File: src/rtl/mem_arbiter_if.sv
// Bus bundle between mem_arbiter, its two requesters (cpu, dma) and the
// single-port synchronous memory.
// Handshake: a requester raises *_req with *_we/*_addr/*_wdata valid in the same
// cycle; the access happens in every cycle where *_req && *_gnt (gnt is
// combinational, so an ungranted requester simply retries next cycle); read data
// comes back on *_rvalid/*_rdata exactly one cycle after the granted read, with
// no back-pressure on the return path.
interface mem_arbiter_if #(
  parameter int ADDR_W = 16,
  parameter int DATA_W = 8
) ();
  logic              cpu_req;
  logic              cpu_we;
  logic              cpu_lock;
  logic [ADDR_W-1:0] cpu_addr;
  logic [DATA_W-1:0] cpu_wdata;
  logic              cpu_gnt;
  logic              cpu_rvalid;
  logic [DATA_W-1:0] cpu_rdata;

  logic              dma_req;
  logic              dma_we;
  logic [ADDR_W-1:0] dma_addr;
  logic [DATA_W-1:0] dma_wdata;
  logic              dma_gnt;
  logic              dma_rvalid;
  logic [DATA_W-1:0] dma_rdata;

  logic [ADDR_W-1:0] mem_addr;
  logic              mem_we;
  logic [DATA_W-1:0] mem_din;
  logic [DATA_W-1:0] mem_dout;

  // Internal arbitration state made visible for observation.
  logic [3:0]        dbg_wait_cnt;
  logic              dbg_lock_act;
  logic [3:0]        dbg_lock_cnt;

  // Arbiter side.
  modport slave (
    input  cpu_req, cpu_we, cpu_lock, cpu_addr, cpu_wdata,
    input  dma_req, dma_we, dma_addr, dma_wdata,
    input  mem_dout,
    output cpu_gnt, cpu_rvalid, cpu_rdata,
    output dma_gnt, dma_rvalid, dma_rdata,
    output mem_addr, mem_we, mem_din,
    output dbg_wait_cnt, dbg_lock_act, dbg_lock_cnt
  );

  // Requester / memory side.
  modport master (
    output cpu_req, cpu_we, cpu_lock, cpu_addr, cpu_wdata,
    output dma_req, dma_we, dma_addr, dma_wdata,
    output mem_dout,
    input  cpu_gnt, cpu_rvalid, cpu_rdata,
    input  dma_gnt, dma_rvalid, dma_rdata,
    input  mem_addr, mem_we, mem_din,
    input  dbg_wait_cnt, dbg_lock_act, dbg_lock_cnt
  );
endinterface

File: src/rtl/mem_arbiter.sv
// mem_arbiter: shares one single-port synchronous memory between a fixed-priority
// cpu and a secondary DMA master. A starvation guard forces a DMA slot after
// MAX_WAIT denied cycles, and a cpu lock holds the port for read-modify-write
// sequences for at most 1 + LOCK_MAX cycles. Read data is tagged to its owner
// and returned one cycle after the grant.
module mem_arbiter #(
  parameter int ADDR_W   = 16,
  parameter int DATA_W   = 8,
  parameter int MAX_WAIT = 4,
  parameter int LOCK_MAX = 8
) (
  input  logic          CLK,
  input  logic          R,
  mem_arbiter_if.slave  bus
);

  localparam logic [1:0] OWN_NONE = 2'b00;
  localparam logic [1:0] OWN_CPU  = 2'b01;
  localparam logic [1:0] OWN_DMA  = 2'b10;

  localparam logic [3:0] MAX_WAIT_C = 4'(MAX_WAIT);
  localparam logic [3:0] LOCK_MAX_C = 4'(LOCK_MAX);

  logic [3:0]        wait_cnt_q, wait_cnt_d;
  logic              lock_act_q, lock_act_d;
  logic [3:0]        lock_cnt_q, lock_cnt_d;
  logic [1:0]        rd_owner_q, rd_owner_d;
  logic [ADDR_W-1:0] last_addr_q, last_addr_d;

  logic              cpu_gnt;
  logic              dma_gnt;
  logic              lock_rule;
  logic [ADDR_W-1:0] sel_addr;
  logic              sel_we;
  logic [DATA_W-1:0] sel_din;

  // Grant selection: lock continuation, DMA starvation guard, cpu, DMA; none in reset.
  always_comb begin
    cpu_gnt   = 1'b0;
    dma_gnt   = 1'b0;
    lock_rule = 1'b0;
    if (R) begin
      if (lock_act_q && bus.cpu_req && (lock_cnt_q < LOCK_MAX_C)) begin
        cpu_gnt   = 1'b1;
        lock_rule = 1'b1;
      end else if (bus.dma_req && (wait_cnt_q == MAX_WAIT_C)) begin
        dma_gnt = 1'b1;
      end else if (bus.cpu_req) begin
        cpu_gnt = 1'b1;
      end else if (bus.dma_req) begin
        dma_gnt = 1'b1;
      end
    end
  end

  // Memory port mux: granted requester drives the port, otherwise park on last address.
  always_comb begin
    sel_addr = last_addr_q;
    sel_we   = 1'b0;
    sel_din  = '0;
    if (cpu_gnt) begin
      sel_addr = bus.cpu_addr;
      sel_we   = bus.cpu_we;
      sel_din  = bus.cpu_wdata;
    end else if (dma_gnt) begin
      sel_addr = bus.dma_addr;
      sel_we   = bus.dma_we;
      sel_din  = bus.dma_wdata;
    end
  end

  // Next-state for starvation counter, lock tracking, read owner and parked address.
  always_comb begin
    last_addr_d = last_addr_q;
    if (cpu_gnt || dma_gnt) begin
      last_addr_d = sel_addr;
    end

    if (dma_gnt || !bus.dma_req) begin
      wait_cnt_d = 4'd0;
    end else if (wait_cnt_q < MAX_WAIT_C) begin
      wait_cnt_d = wait_cnt_q + 4'd1;
    end else begin
      wait_cnt_d = wait_cnt_q;
    end

    // The lock drops as soon as the cpu stops asking for it or the DMA gets in.
    if (!bus.cpu_req || !bus.cpu_lock || dma_gnt) begin
      lock_act_d = 1'b0;
    end else if (cpu_gnt) begin
      lock_act_d = 1'b1;
    end else begin
      lock_act_d = lock_act_q;
    end

    // Counts only grants obtained through the lock; it is meaningless without a lock.
    if (!lock_act_d) begin
      lock_cnt_d = 4'd0;
    end else if (lock_rule && (lock_cnt_q < LOCK_MAX_C)) begin
      lock_cnt_d = lock_cnt_q + 4'd1;
    end else begin
      lock_cnt_d = lock_cnt_q;
    end

    rd_owner_d = OWN_NONE;
    if (cpu_gnt && !bus.cpu_we) begin
      rd_owner_d = OWN_CPU;
    end else if (dma_gnt && !bus.dma_we) begin
      rd_owner_d = OWN_DMA;
    end
  end

  // State registers with synchronous active-low reset.
  always_ff @(posedge CLK) begin
    if (!R) begin
      wait_cnt_q  <= 4'd0;
      lock_act_q  <= 1'b0;
      lock_cnt_q  <= 4'd0;
      rd_owner_q  <= OWN_NONE;
      last_addr_q <= '0;
    end else begin
      wait_cnt_q  <= wait_cnt_d;
      lock_act_q  <= lock_act_d;
      lock_cnt_q  <= lock_cnt_d;
      rd_owner_q  <= rd_owner_d;
      last_addr_q <= last_addr_d;
    end
  end

  assign bus.cpu_gnt      = cpu_gnt;
  assign bus.dma_gnt      = dma_gnt;
  assign bus.mem_addr     = sel_addr;
  assign bus.mem_we       = sel_we;
  assign bus.mem_din      = sel_din;
  assign bus.cpu_rvalid   = (rd_owner_q == OWN_CPU);
  assign bus.dma_rvalid   = (rd_owner_q == OWN_DMA);
  assign bus.cpu_rdata    = bus.mem_dout;
  assign bus.dma_rdata    = bus.mem_dout;
  assign bus.dbg_wait_cnt = wait_cnt_q;
  assign bus.dbg_lock_act = lock_act_q;
  assign bus.dbg_lock_cnt = lock_cnt_q;

endmodule

File: src/flat_wrapper.sv
// flat-port wrapper written by rule: the top's interface ports become plain ports
module mem_arbiter_flat 
#(
  parameter int ADDR_W   = 16,
  parameter int DATA_W   = 8,
  parameter int MAX_WAIT = 4,
  parameter int LOCK_MAX = 8
)
  (CLK, R, bus_cpu_req, bus_cpu_we, bus_cpu_lock, bus_cpu_addr, bus_cpu_wdata, bus_dma_req, bus_dma_we, bus_dma_addr, bus_dma_wdata, bus_mem_dout, bus_cpu_gnt, bus_cpu_rvalid, bus_cpu_rdata, bus_dma_gnt, bus_dma_rvalid, bus_dma_rdata, bus_mem_addr, bus_mem_we, bus_mem_din, bus_dbg_wait_cnt, bus_dbg_lock_act, bus_dbg_lock_cnt);
  mem_arbiter_if #(.ADDR_W(ADDR_W), .DATA_W(DATA_W)) bus_i ();
  input  logic CLK;
  input  logic R;
  input wire logic [$bits(bus_i.cpu_req)-1:0] bus_cpu_req;
  input wire logic [$bits(bus_i.cpu_we)-1:0] bus_cpu_we;
  input wire logic [$bits(bus_i.cpu_lock)-1:0] bus_cpu_lock;
  input wire logic [$bits(bus_i.cpu_addr)-1:0] bus_cpu_addr;
  input wire logic [$bits(bus_i.cpu_wdata)-1:0] bus_cpu_wdata;
  input wire logic [$bits(bus_i.dma_req)-1:0] bus_dma_req;
  input wire logic [$bits(bus_i.dma_we)-1:0] bus_dma_we;
  input wire logic [$bits(bus_i.dma_addr)-1:0] bus_dma_addr;
  input wire logic [$bits(bus_i.dma_wdata)-1:0] bus_dma_wdata;
  input wire logic [$bits(bus_i.mem_dout)-1:0] bus_mem_dout;
  output wire logic [$bits(bus_i.cpu_gnt)-1:0] bus_cpu_gnt;
  output wire logic [$bits(bus_i.cpu_rvalid)-1:0] bus_cpu_rvalid;
  output wire logic [$bits(bus_i.cpu_rdata)-1:0] bus_cpu_rdata;
  output wire logic [$bits(bus_i.dma_gnt)-1:0] bus_dma_gnt;
  output wire logic [$bits(bus_i.dma_rvalid)-1:0] bus_dma_rvalid;
  output wire logic [$bits(bus_i.dma_rdata)-1:0] bus_dma_rdata;
  output wire logic [$bits(bus_i.mem_addr)-1:0] bus_mem_addr;
  output wire logic [$bits(bus_i.mem_we)-1:0] bus_mem_we;
  output wire logic [$bits(bus_i.mem_din)-1:0] bus_mem_din;
  output wire logic [$bits(bus_i.dbg_wait_cnt)-1:0] bus_dbg_wait_cnt;
  output wire logic [$bits(bus_i.dbg_lock_act)-1:0] bus_dbg_lock_act;
  output wire logic [$bits(bus_i.dbg_lock_cnt)-1:0] bus_dbg_lock_cnt;
  assign bus_i.cpu_req = bus_cpu_req;
  assign bus_i.cpu_we = bus_cpu_we;
  assign bus_i.cpu_lock = bus_cpu_lock;
  assign bus_i.cpu_addr = bus_cpu_addr;
  assign bus_i.cpu_wdata = bus_cpu_wdata;
  assign bus_i.dma_req = bus_dma_req;
  assign bus_i.dma_we = bus_dma_we;
  assign bus_i.dma_addr = bus_dma_addr;
  assign bus_i.dma_wdata = bus_dma_wdata;
  assign bus_i.mem_dout = bus_mem_dout;
  assign bus_cpu_gnt = bus_i.cpu_gnt;
  assign bus_cpu_rvalid = bus_i.cpu_rvalid;
  assign bus_cpu_rdata = bus_i.cpu_rdata;
  assign bus_dma_gnt = bus_i.dma_gnt;
  assign bus_dma_rvalid = bus_i.dma_rvalid;
  assign bus_dma_rdata = bus_i.dma_rdata;
  assign bus_mem_addr = bus_i.mem_addr;
  assign bus_mem_we = bus_i.mem_we;
  assign bus_mem_din = bus_i.mem_din;
  assign bus_dbg_wait_cnt = bus_i.dbg_wait_cnt;
  assign bus_dbg_lock_act = bus_i.dbg_lock_act;
  assign bus_dbg_lock_cnt = bus_i.dbg_lock_cnt;
  mem_arbiter #(.ADDR_W(ADDR_W), .DATA_W(DATA_W), .MAX_WAIT(MAX_WAIT), .LOCK_MAX(LOCK_MAX)) u_core (.CLK(CLK), .R(R), .bus(bus_i));
endmodule
File: config.mk
export PLATFORM = sky130hd
export DESIGN_NAME = mem_arbiter_flat
export DESIGN_NICKNAME = d
export VERILOG_FILES = /design/src/rtl/mem_arbiter_if.sv /design/src/rtl/mem_arbiter.sv /design/src/flat_wrapper.sv
export SDC_FILE = /design/constraint.sdc
export NUM_CORES = 1
export LEC_CHECK = 0
export CAP_MARGIN = 20
export CORE_UTILIZATION = 34
export DETAILED_ROUTE_END_ITERATION = 8
export PLACE_DENSITY_LB_ADDON = 0.3
export SLEW_MARGIN = 10
export SYNTH_ARGS = -nofsm -noshare
export SYNTH_HDL_FRONTEND = slang
export SYNTH_SLANG_ARGS = --single-unit
File: constraint.sdc
create_clock -name CLK -period 2.12 [get_ports CLK]
set_clock_uncertainty 0.15 [all_clocks]
set_input_delay 0.424 -clock CLK [delete_from_list [all_inputs] [get_ports CLK]]
set_output_delay 0.424 -clock CLK [all_outputs]
set_load 0.02 [all_outputs]
==> results.sh <==
export IMPL_outcome="finished with violations"
export IMPL_violations="setup timing"
export IMPL_ys_types=33
export IMPL_comb_power_share=0.416
export IMPL_synth_nets=294
export IMPL_final_area_mm2=0.003607
export IMPL_crit_path_max_fanout=7
export IMPL_fillers=477
export IMPL_die_w_um=78.13
export IMPL_crit_required_ns=1.55
export IMPL_hp_class="reg -> reg"
export IMPL_power_switching_mw=0.4239
export IMPL_clock_sinks=27
export IMPL_place_ws_ns=-0.9172
export IMPL_clock_path_buffers=2
export IMPL_p_leak_nw=1.677
export IMPL_synth_top_cell_area_share=0.2743
export IMPL_intPower_mw=1.026
export IMPL_setup_ws_ns=-0.3918
export IMPL_cp_start_kind="flop"
export IMPL_synthesis_area_mm2=0.001971
export IMPL_wl_um=6489
export IMPL_powerDensity_mw_per_mm2=401.9
export IMPL_synth_cells=228
export IMPL_gr_usage_all_layers=0.2147
export IMPL_antenna_found_initial=0
export IMPL_p_clk_frac=0.210
export IMPL_avgSynthCellArea_um2=8.643
export IMPL_dr_pass1_iters=4
export IMPL_cap_violations=0
export IMPL_die_h_um=78.13
export IMPL_rsz0062_at_grt="yes"
export IMPL_placementRows=27
export IMPL_dpl_hpwl_um=4221
export IMPL_n_antenna_cell=0
export IMPL_vias=2265
export IMPL_finalSetupViolCount=27
export IMPL_final_nets=436
export IMPL_drive_gt1_frac=0.3388
export IMPL_grt_pass1_wl_um=10600
export IMPL_globalplace_congestion=0.7399
export IMPL_numCtsBuffers=3
export IMPL_yosysSeqAreaShare=0.2743
export IMPL_yosysTopAreaCell="dfxtp_1"
export IMPL_wire_per_inst_um=14.71
export IMPL_area_growth_pct=83.05
export IMPL_initial_core_util=0.3557
export IMPL_port_buffers=92
export IMPL_clk_pin_slew_ns=0.10
export IMPL_worstMarginPinSlew_ns=0.5453
export IMPL_ios=117
export IMPL_swShare=0.2924
export IMPL_ir_drop_mv=0.2601
export IMPL_vias_per_cell=5.136
export IMPL_drtIter0Drc=119
export IMPL_hold_viol_final=0
export IMPL_min_period_over_period=1.185
export IMPL_cts_root_buf="clkbuf_8"
export IMPL_yosys_warnings=0
export IMPL_post_dp_cell_area_mm2=0.003221
export IMPL_ctsHoldBuffers=0
export IMPL_multiInputGateArea_mm2=0.001240
export IMPL_slew_viol_final=0
export IMPL_seq_area_um2=546.8
export IMPL_critical_path_arrival_ns=1.94
export IMPL_cts_tree="built"
export IMPL_fp_coreArea_mm2=0.005540
export IMPL_remaining_drc_errors=0
export IMPL_synthTopCellsByArea="dfxtp_1, a221o_1, mux2i_1"
export IMPL_period_minus_slack_ns=2.512
export IMPL_slew_headroom=0.6318
export IMPL_antenna_left=0
export IMPL_globalRouteOverflowTotal=0
export IMPL_grt_start_max_net_pins=18
export IMPL_htreeDepth=1
export IMPL_grt_pass1_vias=2267
export IMPL_pwr_share_seq=0.373
export IMPL_crit_type="reg -> out"
export IMPL_mostFrequentLayoutCells="clkdlybuf4s50_1, buf_4, buf_6"
export IMPL_worstSetupEndpointType="primary output"
export IMPL_final_common_cell="clkdlybuf4s50_1"
export IMPL_die_area_mm2=0.006104
export IMPL_fmax_ghz=0.3981
export IMPL_clock_latency_ns=0.27
export IMPL_synth_seq_cells=27
cell type report:
class,count,area share
Inverter,6,0.006243
Sequential cell,27,0.1516
Timing Repair Buffer,172,0.4610
Clock buffer,4,0.01249
Tap cell,72,0.02497
Multi-Input combinational cell,160,0.3437
layer usage:
metal | global-route usage | routed length [um]
met4 | 0.05556 | 42
met5 | 0 | 0
met1 | 0.2648 | 2784
met2 | 0.3842 | 3214
met3 | 0.03488 | 449
metrics by stage:
step / TNS [ns] / cells / total power [mW] / hold slack [ns] / util
6_report: -7.918 / 441 / 1.450 / 0.3483 / 0.6511
2_1_floorplan: -0.1294 / 228 / 0.8339 / 0.3456 / -
3_5_place_dp: -24.47 / 412 / 1.079 / 0.3401 / 0.5813
3_3_place_gp: -23.38 / 412 / 1.071 / 0.3296 / 0.5813
4_1_cts: -9.502 / 436 / 1.418 / 0.3540 / 0.6256
5_1_grt: -10.14 / 441 / 1.526 / 0.3866 / 0.6511
Yosys cell counts:
cell      number
a211o_1       16
a21oi_1        4
a221o_1       16
a22o_1         9
a31oi_1        1
and2_0         1
and2_1        16
and3_1         2
buf_2          9
buf_4         18
buf_6          2
clkbuf_1       6
dfxtp_1       27
ha_1           3
inv_1          6
mux2i_1       16
nand2_1       19
nand2b_1       1
nand3_1        2
nand4b_1       1
nand4b_4       1
nor2_1         5
nor2b_1        5
nor3_1        16
nor3b_1       16
o211ai_1       1
o21a_1         1
o21ai_0        3
o311ai_0       1
o32ai_4        1
or3_1          1
xnor2_1        1
xor2_1         1
registers in the layout, summed over array words and instances (netlist names):
name                     count
u_core.bus.dbg_lock_act      1
u_core.bus.dbg_lock_cnt      4
u_core.rd_owner_q            2
u_core.last_addr_q          16
u_core.bus.dbg_wait_cnt      4
logic make-up (layout without fill, tap and decap cells):
logic type	Yosys count	after routing	share of synthesized area
simple gates	86	86	0.2514
buf+inv	41	182	0.1257
xor+xnor	2	2	0.008891
fa+ha+maj	3	3	0.01905
mux	16	16	0.08127
flops	27	27	0.2743
compound gates	53	53	0.2394
repair_timing:
| action | 4_1_cts | 5_1_grt |
|---|---|---|
| cloned | 2 | 1 |
| resized for setup | 152 | 43 |
| setup buffers | 18 | 8 |
| endpoints found under the setup margin | 27 | 31 |
| endpoints found under the hold margin | 0 | 0 |
| pin swaps | 3 | 13 |
critical path, stage by stage (launching register included):
cell and delay [ns]:
dfxtp_4 0.36, inv_2 0.05, ha_4 0.16, nand4b_4 0.10
o21a_4 0.25, buf_12 0.15, buf_4 0.12, a221o_1 0.32
buf_6 0.14
power groups by stage:
stage / logic (mW) / clock network [mW] / registers [mW]
final: 0.604 / 0.305 / 0.541
after global routing: 0.645 / 0.336 / 0.545
after CTS: 0.562 / 0.315 / 0.541
after detailed placement: 0.526 / 0 / 0.553
after global placement: 0.519 / 0 / 0.552
after floorplan: 0.280 / 0 / 0.554
path summary, 6_finish.rpt:
| kind | startpoint | slack [ns] | to | cells past startpoint |
|---|---|---|---|---|
| worst max-delay path | u_core.bus.dbg_wait_cnt[1] | -0.39 | bus_mem_addr[8] | 8 |
| worst min register to register | u_core.bus.dbg_lock_cnt[1] | 0.35 | u_core.bus.dbg_lock_cnt[1] | 2 |
| worst max register to register | u_core.bus.dbg_wait_cnt[1] | 0.14 | u_core.last_addr_q[1] | 9 |
| worst min-delay path | u_core.bus.dbg_lock_cnt[1] | 0.35 | u_core.bus.dbg_lock_cnt[1] | 2 |
Power figures use the tool's default switching activity.
